`src/rtl/cfg_ram_loader_pkg.sv`:
```
// Shared definitions for the config RAM loader: geometry, header layout,
// error-code bits and the loader FSM encoding.
package cfg_ram_loader_pkg;

    localparam int NUM_SRAM   = 8;
    localparam int CFG_DEPTH  = 4;
    localparam int ADDR_WIDTH = 2;
    localparam int DATA_WIDTH = 64;
    localparam int CNT_WIDTH  = 10;
    localparam int SEL_WIDTH  = 8;

    localparam logic [7:0] MAGIC = 8'hC5;

    // Header word layout
    localparam int HDR_SEL_LSB  = 0;
    localparam int HDR_ADDR_LSB = 8;
    localparam int HDR_CNT_LSB  = 16;
    localparam int HDR_TAG_LSB  = 56;

    // err_code bit positions and the matching one-hot masks
    localparam int ERR_BAD_HDR = 0;
    localparam int ERR_SHORT   = 1;
    localparam int ERR_RANGE   = 2;
    localparam logic [2:0] ERR_BAD_HDR_M = 3'(1 << ERR_BAD_HDR);
    localparam logic [2:0] ERR_SHORT_M   = 3'(1 << ERR_SHORT);
    localparam logic [2:0] ERR_RANGE_M   = 3'(1 << ERR_RANGE);

    // Sized forms of the geometry limits for width-clean compares
    localparam logic [SEL_WIDTH-1:0]  NUM_SRAM_S = SEL_WIDTH'(NUM_SRAM);
    localparam logic [ADDR_WIDTH:0]   DEPTH_S    = (ADDR_WIDTH+1)'(CFG_DEPTH);
    localparam logic [ADDR_WIDTH-1:0] LAST_ADDR  = ADDR_WIDTH'(CFG_DEPTH - 1);

    typedef enum logic [1:0] {
        ST_IDLE  = 2'd0,
        ST_DATA  = 2'd1,
        ST_DRAIN = 2'd2,
        ST_FIN   = 2'd3
    } state_t;

    // A header is unusable if its tag is wrong, it carries no payload,
    // or its start pointer lies outside the bank array.
    function automatic logic hdr_bad(input logic [7:0]            tag,
                                     input logic [CNT_WIDTH-1:0]  cnt,
                                     input logic [SEL_WIDTH-1:0]  sel,
                                     input logic [ADDR_WIDTH-1:0] addr);
        return (tag != MAGIC) || (cnt == '0) || (sel >= NUM_SRAM_S) ||
               ({1'b0, addr} >= DEPTH_S);
    endfunction

endpackage

```
`src/rtl/cfg_ram_loader_if.sv`:
```
// Load stream in, shared bank write port out.
// Stream handshake: a word transfers on a rising clk edge where s_valid and
// s_ready are both high; the source holds s_data/s_last stable while s_valid
// is high and s_ready is low, and s_ready never depends on s_valid.
interface cfg_ram_loader_if;
    import cfg_ram_loader_pkg::*;

    logic                  s_valid;
    logic                  s_ready;
    logic [DATA_WIDTH-1:0] s_data;
    logic                  s_last;

    logic [SEL_WIDTH-1:0]  sram_sel;
    logic [ADDR_WIDTH-1:0] wr_addr;
    logic                  wr_en;
    logic [DATA_WIDTH-1:0] din;

    modport master (
        input  s_valid, s_data, s_last,
        output s_ready, sram_sel, wr_addr, wr_en, din
    );

    modport slave (
        output s_valid, s_data, s_last,
        input  s_ready, sram_sel, wr_addr, wr_en, din
    );
endinterface

```
`src/rtl/cfg_ram_loader_wr_ptr.sv`:
```
// Bank/entry write pointer: loads from the header, steps through entries and
// rolls into the next bank; stops moving once it has left the bank array.
module cfg_wr_ptr
    import cfg_ram_loader_pkg::*;
(
    input  logic                  clk,
    input  logic                  rst,
    input  logic                  load_i,
    input  logic [SEL_WIDTH-1:0]  sel_ld_i,
    input  logic [ADDR_WIDTH-1:0] addr_ld_i,
    input  logic                  adv_i,
    output logic [SEL_WIDTH-1:0]  sel_o,
    output logic [ADDR_WIDTH-1:0] addr_o,
    output logic                  oor_o
);
    logic [SEL_WIDTH-1:0]  sel_q,  sel_d;
    logic [ADDR_WIDTH-1:0] addr_q, addr_d;

    assign oor_o = (sel_q >= NUM_SRAM_S);

    // Next pointer: load wins, advance only while still in range
    always_comb begin
        sel_d  = sel_q;
        addr_d = addr_q;
        if (load_i) begin
            sel_d  = sel_ld_i;
            addr_d = addr_ld_i;
        end else if (adv_i && !oor_o) begin
            if (addr_q == LAST_ADDR) begin
                addr_d = '0;
                sel_d  = sel_q + 1'b1;
            end else begin
                addr_d = addr_q + 1'b1;
            end
        end
    end

    // Pointer state
    always_ff @(posedge clk or posedge rst) begin
        if (rst) begin
            sel_q  <= '0;
            addr_q <= '0;
        end else begin
            sel_q  <= sel_d;
            addr_q <= addr_d;
        end
    end

    assign sel_o  = sel_q;
    assign addr_o = addr_q;
endmodule

```
`src/rtl/cfg_ram_loader.sv`:
```
// Config RAM loader: parses a header word, then turns each payload word into
// one registered write on the shared bank write port, with status reporting.
module cfg_ram_loader
    import cfg_ram_loader_pkg::*;
(
    input  logic                 clk,
    input  logic                 rst,
    cfg_ram_loader_if.master     bus,
    output logic                 busy,
    output logic                 done,
    output logic                 err,
    output logic [2:0]           err_code,
    output logic [CNT_WIDTH-1:0] wr_count,
    output state_t               state_o
);
    state_t                state_q;
    logic                  s_ready_q, wr_en_q, busy_q, done_q, err_q;
    logic [SEL_WIDTH-1:0]  sel_q;
    logic [ADDR_WIDTH-1:0] addr_q;
    logic [DATA_WIDTH-1:0] din_q;
    logic [2:0]            err_code_q, err_data_d;
    logic [CNT_WIDTH-1:0]  wr_count_q, remain_q;

    logic                  hs, hdr_is_bad, last_word;
    logic [SEL_WIDTH-1:0]  ptr_sel;
    logic [ADDR_WIDTH-1:0] ptr_addr;
    logic                  ptr_oor;

    assign hs        = bus.s_valid & s_ready_q;
    assign last_word = (remain_q == CNT_WIDTH'(1));
    assign hdr_is_bad = hdr_bad(bus.s_data[HDR_TAG_LSB  +: 8],
                                bus.s_data[HDR_CNT_LSB  +: CNT_WIDTH],
                                bus.s_data[HDR_SEL_LSB  +: SEL_WIDTH],
                                bus.s_data[HDR_ADDR_LSB +: ADDR_WIDTH]);

    cfg_wr_ptr u_ptr (
        .clk       (clk),
        .rst       (rst),
        .load_i    (hs && (state_q == ST_IDLE)),
        .sel_ld_i  (bus.s_data[HDR_SEL_LSB  +: SEL_WIDTH]),
        .addr_ld_i (bus.s_data[HDR_ADDR_LSB +: ADDR_WIDTH]),
        .adv_i     (hs && (state_q == ST_DATA)),
        .sel_o     (ptr_sel),
        .addr_o    (ptr_addr),
        .oor_o     (ptr_oor)
    );

    // Error bits picked up by a payload word: suppressed write, early s_last,
    // or count exhausted before s_last
    always_comb begin
        err_data_d = err_code_q;
        if (ptr_oor)                     err_data_d = err_data_d | ERR_RANGE_M;
        if (bus.s_last && !last_word)    err_data_d = err_data_d | ERR_SHORT_M;
        if (!bus.s_last && last_word)    err_data_d = err_data_d | ERR_RANGE_M;
    end

    // Loader FSM with registered stream-ready, write port and status
    always_ff @(posedge clk or posedge rst) begin
        if (rst) begin
            state_q    <= ST_IDLE;
            s_ready_q  <= 1'b0;
            wr_en_q    <= 1'b0;
            busy_q     <= 1'b0;
            done_q     <= 1'b0;
            err_q      <= 1'b0;
            sel_q      <= '0;
            addr_q     <= '0;
            din_q      <= '0;
            err_code_q <= '0;
            wr_count_q <= '0;
            remain_q   <= '0;
        end else begin
            wr_en_q <= 1'b0;
            done_q  <= 1'b0;
            err_q   <= 1'b0;
            case (state_q)
                ST_IDLE: begin
                    s_ready_q <= 1'b1;
                    if (hs) begin
                        busy_q     <= 1'b1;
                        wr_count_q <= '0;
                        remain_q   <= bus.s_data[HDR_CNT_LSB +: CNT_WIDTH];
                        if (hdr_is_bad) begin
                            err_code_q <= ERR_BAD_HDR_M;
                            state_q    <= bus.s_last ? ST_FIN : ST_DRAIN;
                            s_ready_q  <= !bus.s_last;
                        end else if (bus.s_last) begin
                            err_code_q <= ERR_SHORT_M;
                            state_q    <= ST_FIN;
                            s_ready_q  <= 1'b0;
                        end else begin
                            err_code_q <= '0;
                            state_q    <= ST_DATA;
                        end
                    end
                end
                ST_DATA: begin
                    if (hs) begin
                        remain_q   <= remain_q - 1'b1;
                        err_code_q <= err_data_d;
                        if (!ptr_oor) begin
                            wr_en_q    <= 1'b1;
                            sel_q      <= ptr_sel;
                            addr_q     <= ptr_addr;
                            din_q      <= bus.s_data;
                            wr_count_q <= wr_count_q + 1'b1;
                        end
                        if (bus.s_last) begin
                            state_q   <= ST_FIN;
                            s_ready_q <= 1'b0;
                        end else if (last_word) begin
                            state_q <= ST_DRAIN;
                        end
                    end
                end
                ST_DRAIN: begin
                    if (hs && bus.s_last) begin
                        state_q   <= ST_FIN;
                        s_ready_q <= 1'b0;
                    end
                end
                ST_FIN: begin
                    s_ready_q <= 1'b1;
                    busy_q    <= 1'b0;
                    done_q    <= (err_code_q == '0);
                    err_q     <= (err_code_q != '0);
                    state_q   <= ST_IDLE;
                end
                default: state_q <= ST_IDLE;
            endcase
        end
    end

    assign bus.s_ready  = s_ready_q;
    assign bus.wr_en    = wr_en_q;
    assign bus.sram_sel = sel_q;
    assign bus.wr_addr  = addr_q;
    assign bus.din      = din_q;
    assign busy         = busy_q;
    assign done         = done_q;
    assign err          = err_q;
    assign err_code     = err_code_q;
    assign wr_count     = wr_count_q;
    assign state_o      = state_q;
endmodule

```
`src/flat_wrapper.sv`:
```
// flat-port wrapper written by rule: the top's interface ports become plain ports
module cfg_ram_loader_flat import cfg_ram_loader_pkg::*;
  (clk, rst, busy, done, err, err_code, wr_count, state_o, bus_s_valid, bus_s_data, bus_s_last, bus_s_ready, bus_sram_sel, bus_wr_addr, bus_wr_en, bus_din);
  cfg_ram_loader_if bus_i ();
  input  logic clk;
  input  logic rst;
  output logic busy;
  output logic done;
  output logic err;
  output logic [2:0] err_code;
  output logic [CNT_WIDTH-1:0] wr_count;
  output state_t state_o;
  input wire logic [$bits(bus_i.s_valid)-1:0] bus_s_valid;
  input wire logic [$bits(bus_i.s_data)-1:0] bus_s_data;
  input wire logic [$bits(bus_i.s_last)-1:0] bus_s_last;
  output wire logic [$bits(bus_i.s_ready)-1:0] bus_s_ready;
  output wire logic [$bits(bus_i.sram_sel)-1:0] bus_sram_sel;
  output wire logic [$bits(bus_i.wr_addr)-1:0] bus_wr_addr;
  output wire logic [$bits(bus_i.wr_en)-1:0] bus_wr_en;
  output wire logic [$bits(bus_i.din)-1:0] bus_din;
  assign bus_i.s_valid = bus_s_valid;
  assign bus_i.s_data = bus_s_data;
  assign bus_i.s_last = bus_s_last;
  assign bus_s_ready = bus_i.s_ready;
  assign bus_sram_sel = bus_i.sram_sel;
  assign bus_wr_addr = bus_i.wr_addr;
  assign bus_wr_en = bus_i.wr_en;
  assign bus_din = bus_i.din;
  cfg_ram_loader u_core (.clk(clk), .rst(rst), .bus(bus_i), .busy(busy), .done(done), .err(err), .err_code(err_code), .wr_count(wr_count), .state_o(state_o));
endmodule
```
`config.mk`:
```
export PLATFORM = sky130hd
export DESIGN_NAME = cfg_ram_loader_flat
export DESIGN_NICKNAME = d
export VERILOG_FILES = /design/src/rtl/cfg_ram_loader_pkg.sv /design/src/rtl/cfg_ram_loader_if.sv /design/src/rtl/cfg_ram_loader_wr_ptr.sv /design/src/rtl/cfg_ram_loader.sv /design/src/flat_wrapper.sv
export SDC_FILE = /design/constraint.sdc
export NUM_CORES = 1
export LEC_CHECK = 0
export CORE_MARGIN = 1
export CORE_UTILIZATION = 35
export DETAILED_ROUTE_END_ITERATION = 10
export PLACE_DENSITY = 0.6
export SLEW_MARGIN = 10
export SYNTH_ARGS = -nofsm -noshare
export SYNTH_HDL_FRONTEND = slang
export SYNTH_SLANG_ARGS = --single-unit
```
`constraint.sdc`:
```
create_clock -name clk -period 9.95 [get_ports clk]
set_input_delay 2.4875 -clock clk [delete_from_list [all_inputs] [get_ports clk]]
set_output_delay 2.4875 -clock clk [all_outputs]
set_load 0.005 [all_outputs]
```
==> run metrics <==
CTS tree yes; critical path required time 10270 ps; Clock Sink Count 114; clock power share 30.2%; Root Buffer clkbuf_16; final wirelength 12.5 mm; Vert. Die Dim 122 um; DRT iter0 DRCs 234; Worst setup EP type register; Final GP Congestion 0.763; P_sw 0.000583 W; FF-to-FF Start u_core.state_o[1]; status finished clean; Finished Layout Cells 760; Routed Antenna Nets 0; clk_skew 5.41 ps; first-pass GRT wire length 20.2 mm; Fin. Hold Viols 0; Worst slew margin 22.2%; Leakage 3.28 nW; Skew-Pair Late Insertion Delay 410 ps; effective utilization at floorplan 35.9%; worst slew pin tran 1160 ps; largest net degree at the start of global routing 68; hold path start u_core.bus.sram_sel[5]; CP Launch Type input pin; # nets final 646; Clock transition at path regs 50 ps; Post-CTS Hold Fix Bufs 0; worst path cell trace clkdlybuf4s50_1, and2_1, o21ai_1, or4_1, a21oi_1; initial antenna violation count 0; Top Ports 162; Crit Path Class input pin to register; Post-synth top flop dfrtp_1; final worst slack 5490 ps; mapped cell area 5000 um^2; Final Power 0.00201 W; setup bufs post-CTS 0; drt first pass iters 4; Worst VDD drop 0.121 mV; vias in the first global route 3925; area delta synth->final 47.5%; max-cap violations 0; Vias/cell 5.09; Port Buf Inserts 161; Crit path largest cell delay 650 ps; wire length on met1 5.27 mm; fin crit share 44.8%; hold crit path type register to register; row count 43; EDFF count, synth 0; met3 WL post-DR 1.19 mm; Finish-stage setup viols 0; synthesized flop and latch total 114; Die Width 122 um; All-Layer GR Usage 17.9%; Finished Core Util 53.0%; full die area 14800 um^2; total CTS buffers 17; DP HPWL 8.65 mm; wire length on met2 5.83 mm; critical path fanouts, max 19; crit path from bus_s_valid; Max Slew Vio Count 0; sequential share of power 36.6%; DP Cell Count 728; Syn Nets 482; synthesized area per cell 12.4 um^2; FFs w/ async S/R, synth 100%; RSZ-0062 raised after global routing false; power density cells 272 nW/um^2; top sig layer met4; count of cell types in the netlist 47; Setup WS pre-CTS 5100 ps; TNS Setup 0 ps; n_diodes 0; Yosys warnings 0; part of the power in combinational logic 33.2%; Avg WL per Cell 16.4 um; Slowest-stage cell, CP or4_1; post-cts repair resize count 0; routed vias 3871; Cell Int Power 0.00143 W; min Tclk post-route 4460 ps; Seq/Total Area, Yosys 57.0%; fmax 224 MHz; H-tree depth 4; maximum clock path buffer count 2; DR DRC count 0; core footprint 13900 um^2; sw frac 29.0%; WP data arrival 4780 ps; GRT Residual Overflow 0; Mapped Cells 403; share of cells above drive strength 1 19.0%
==> logic make-up (layout without fill, tap and decap cells) <==
family                     count (synthesis)  in the layout  synth area share, %
AOI/OAI and AO/OA                         69             69                 8.93
muxes                                     82             82                 18.2
and+or+nand+nor                           96             96                 10.6
adders and majority gates                 11             11                 2.75
DFF                                      114            114                 57.0
buffers and inverters                     31            208                 2.55
==> per-stage QoR <==
step           hold slack, ps  area [um^2]
2_1_floorplan             479         5000
3_3_place_gp              484         6780
3_5_place_dp              491         6780
4_1_cts                   506         7380
5_1_grt                   514         7380
6_report                  496         7380
==> cell type report <==
type / count / area (um^2)
Timing Repair Buffer: 164 / 1630
Multi-Input combinational cell: 258 / 2020
Clock buffer: 22 / 494
Tap cell: 180 / 225
Fill cell: 1199 / 6550
Clock inverter: 10 / 104
Sequential cell: 114 / 2850
Inverter: 12 / 47.5
==> layout by cell type, fill, tap and decap left out, drive strengths merged, types with 3 or more instances in the layout <==
| cell type | count |
|---|---|
| a21oi | 20 |
| and3 | 4 |
| buf | 3 |
| clkbuf | 22 |
| clkdlybuf4s50 | 161 |
| clkinv | 7 |
| dfrtp | 114 |
| ha | 11 |
| inv | 13 |
| mux2 | 72 |
| mux2i | 10 |
| nand2 | 21 |
| nand3 | 12 |
| nand4 | 4 |
| nor2 | 18 |
| nor2b | 7 |
| nor3 | 5 |
| nor4 | 6 |
| o21a | 3 |
| o21ai | 11 |
| o22ai | 9 |
| o31ai | 6 |
| or4 | 7 |
==> layer usage <==
metal  up-vias  global-route usage [%]
met3        14                    7.30
met4         0                    7.72
met5         -                       0
li1       1808                       -
met1      1904                    22.9
met2       145                    26.7
==> power groups by stage <==
stage               Clock [W]  Combinational, W  Sequential [W]
floorplan                   0          0.000319        0.000733
global placement            0          0.000664        0.000734
detailed placement          0          0.000670        0.000742
CTS                  0.000621          0.000674        0.000738
global route         0.000646          0.000735        0.000761
finish               0.000607          0.000667        0.000736
==> cell usage after synthesis, types with 3 or more instances <==
master | instances | area, um^2
nor2b_1 | 7 | 43.8
nor2_1 | 18 | 67.6
o21a_1 | 3 | 22.5
clkbuf_1 | 10 | 37.5
nor4_1 | 5 | 31.3
nand3_1 | 12 | 60.1
mux2_2 | 72 | 811
dfrtp_1 | 114 | 2850
o31ai_1 | 6 | 45.0
nor3_1 | 5 | 25.0
and3_1 | 4 | 25.0
nand4_1 | 4 | 25.0
inv_1 | 12 | 45.0
nand2_1 | 21 | 78.8
a21oi_1 | 20 | 100
o22ai_1 | 9 | 56.3
buf_2 | 9 | 45.0
ha_1 | 11 | 138
o21ai_0 | 10 | 50.1
or4_1 | 6 | 45.0
mux2i_1 | 10 | 100
==> registers in the layout, summed over array words and instances, names as in the netlist <==
signal and count:
u_core.bus.din 64, u_core.remain_q 10, u_core.wr_count 10, u_core.bus.sram_sel 8, u_core.u_ptr.sel_o 8, u_core.err_code 3
u_core.bus.wr_addr 2, u_core.state_o 2, u_core.u_ptr.addr_o 2, u_core.bus.s_ready 1, u_core.bus.wr_en 1, u_core.busy 1
u_core.done 1, u_core.err 1
==> worst max-delay path, delay by kind of cell <==
family	cells	cell delay, ps
simple gates	2	1080
buf+inv	1	530
compound gates	2	670
==> final timing paths <==
kind                                     endpoint  slack (ps)  depth (start not counted)
setup reg to reg               u_core.bus.din[35]        6810                          6
hold / removal             u_core.bus.sram_sel[5]         500                          1
hold reg to reg            u_core.bus.sram_sel[5]         500                          1
setup / recovery               u_core.wr_count[6]        5490                          5
min in group asynchronous      u_core.bus.din[13]        2510                          2
max in group asynchronous      u_core.bus.din[48]        6160                          3
(Power assumes the default switching activity.)
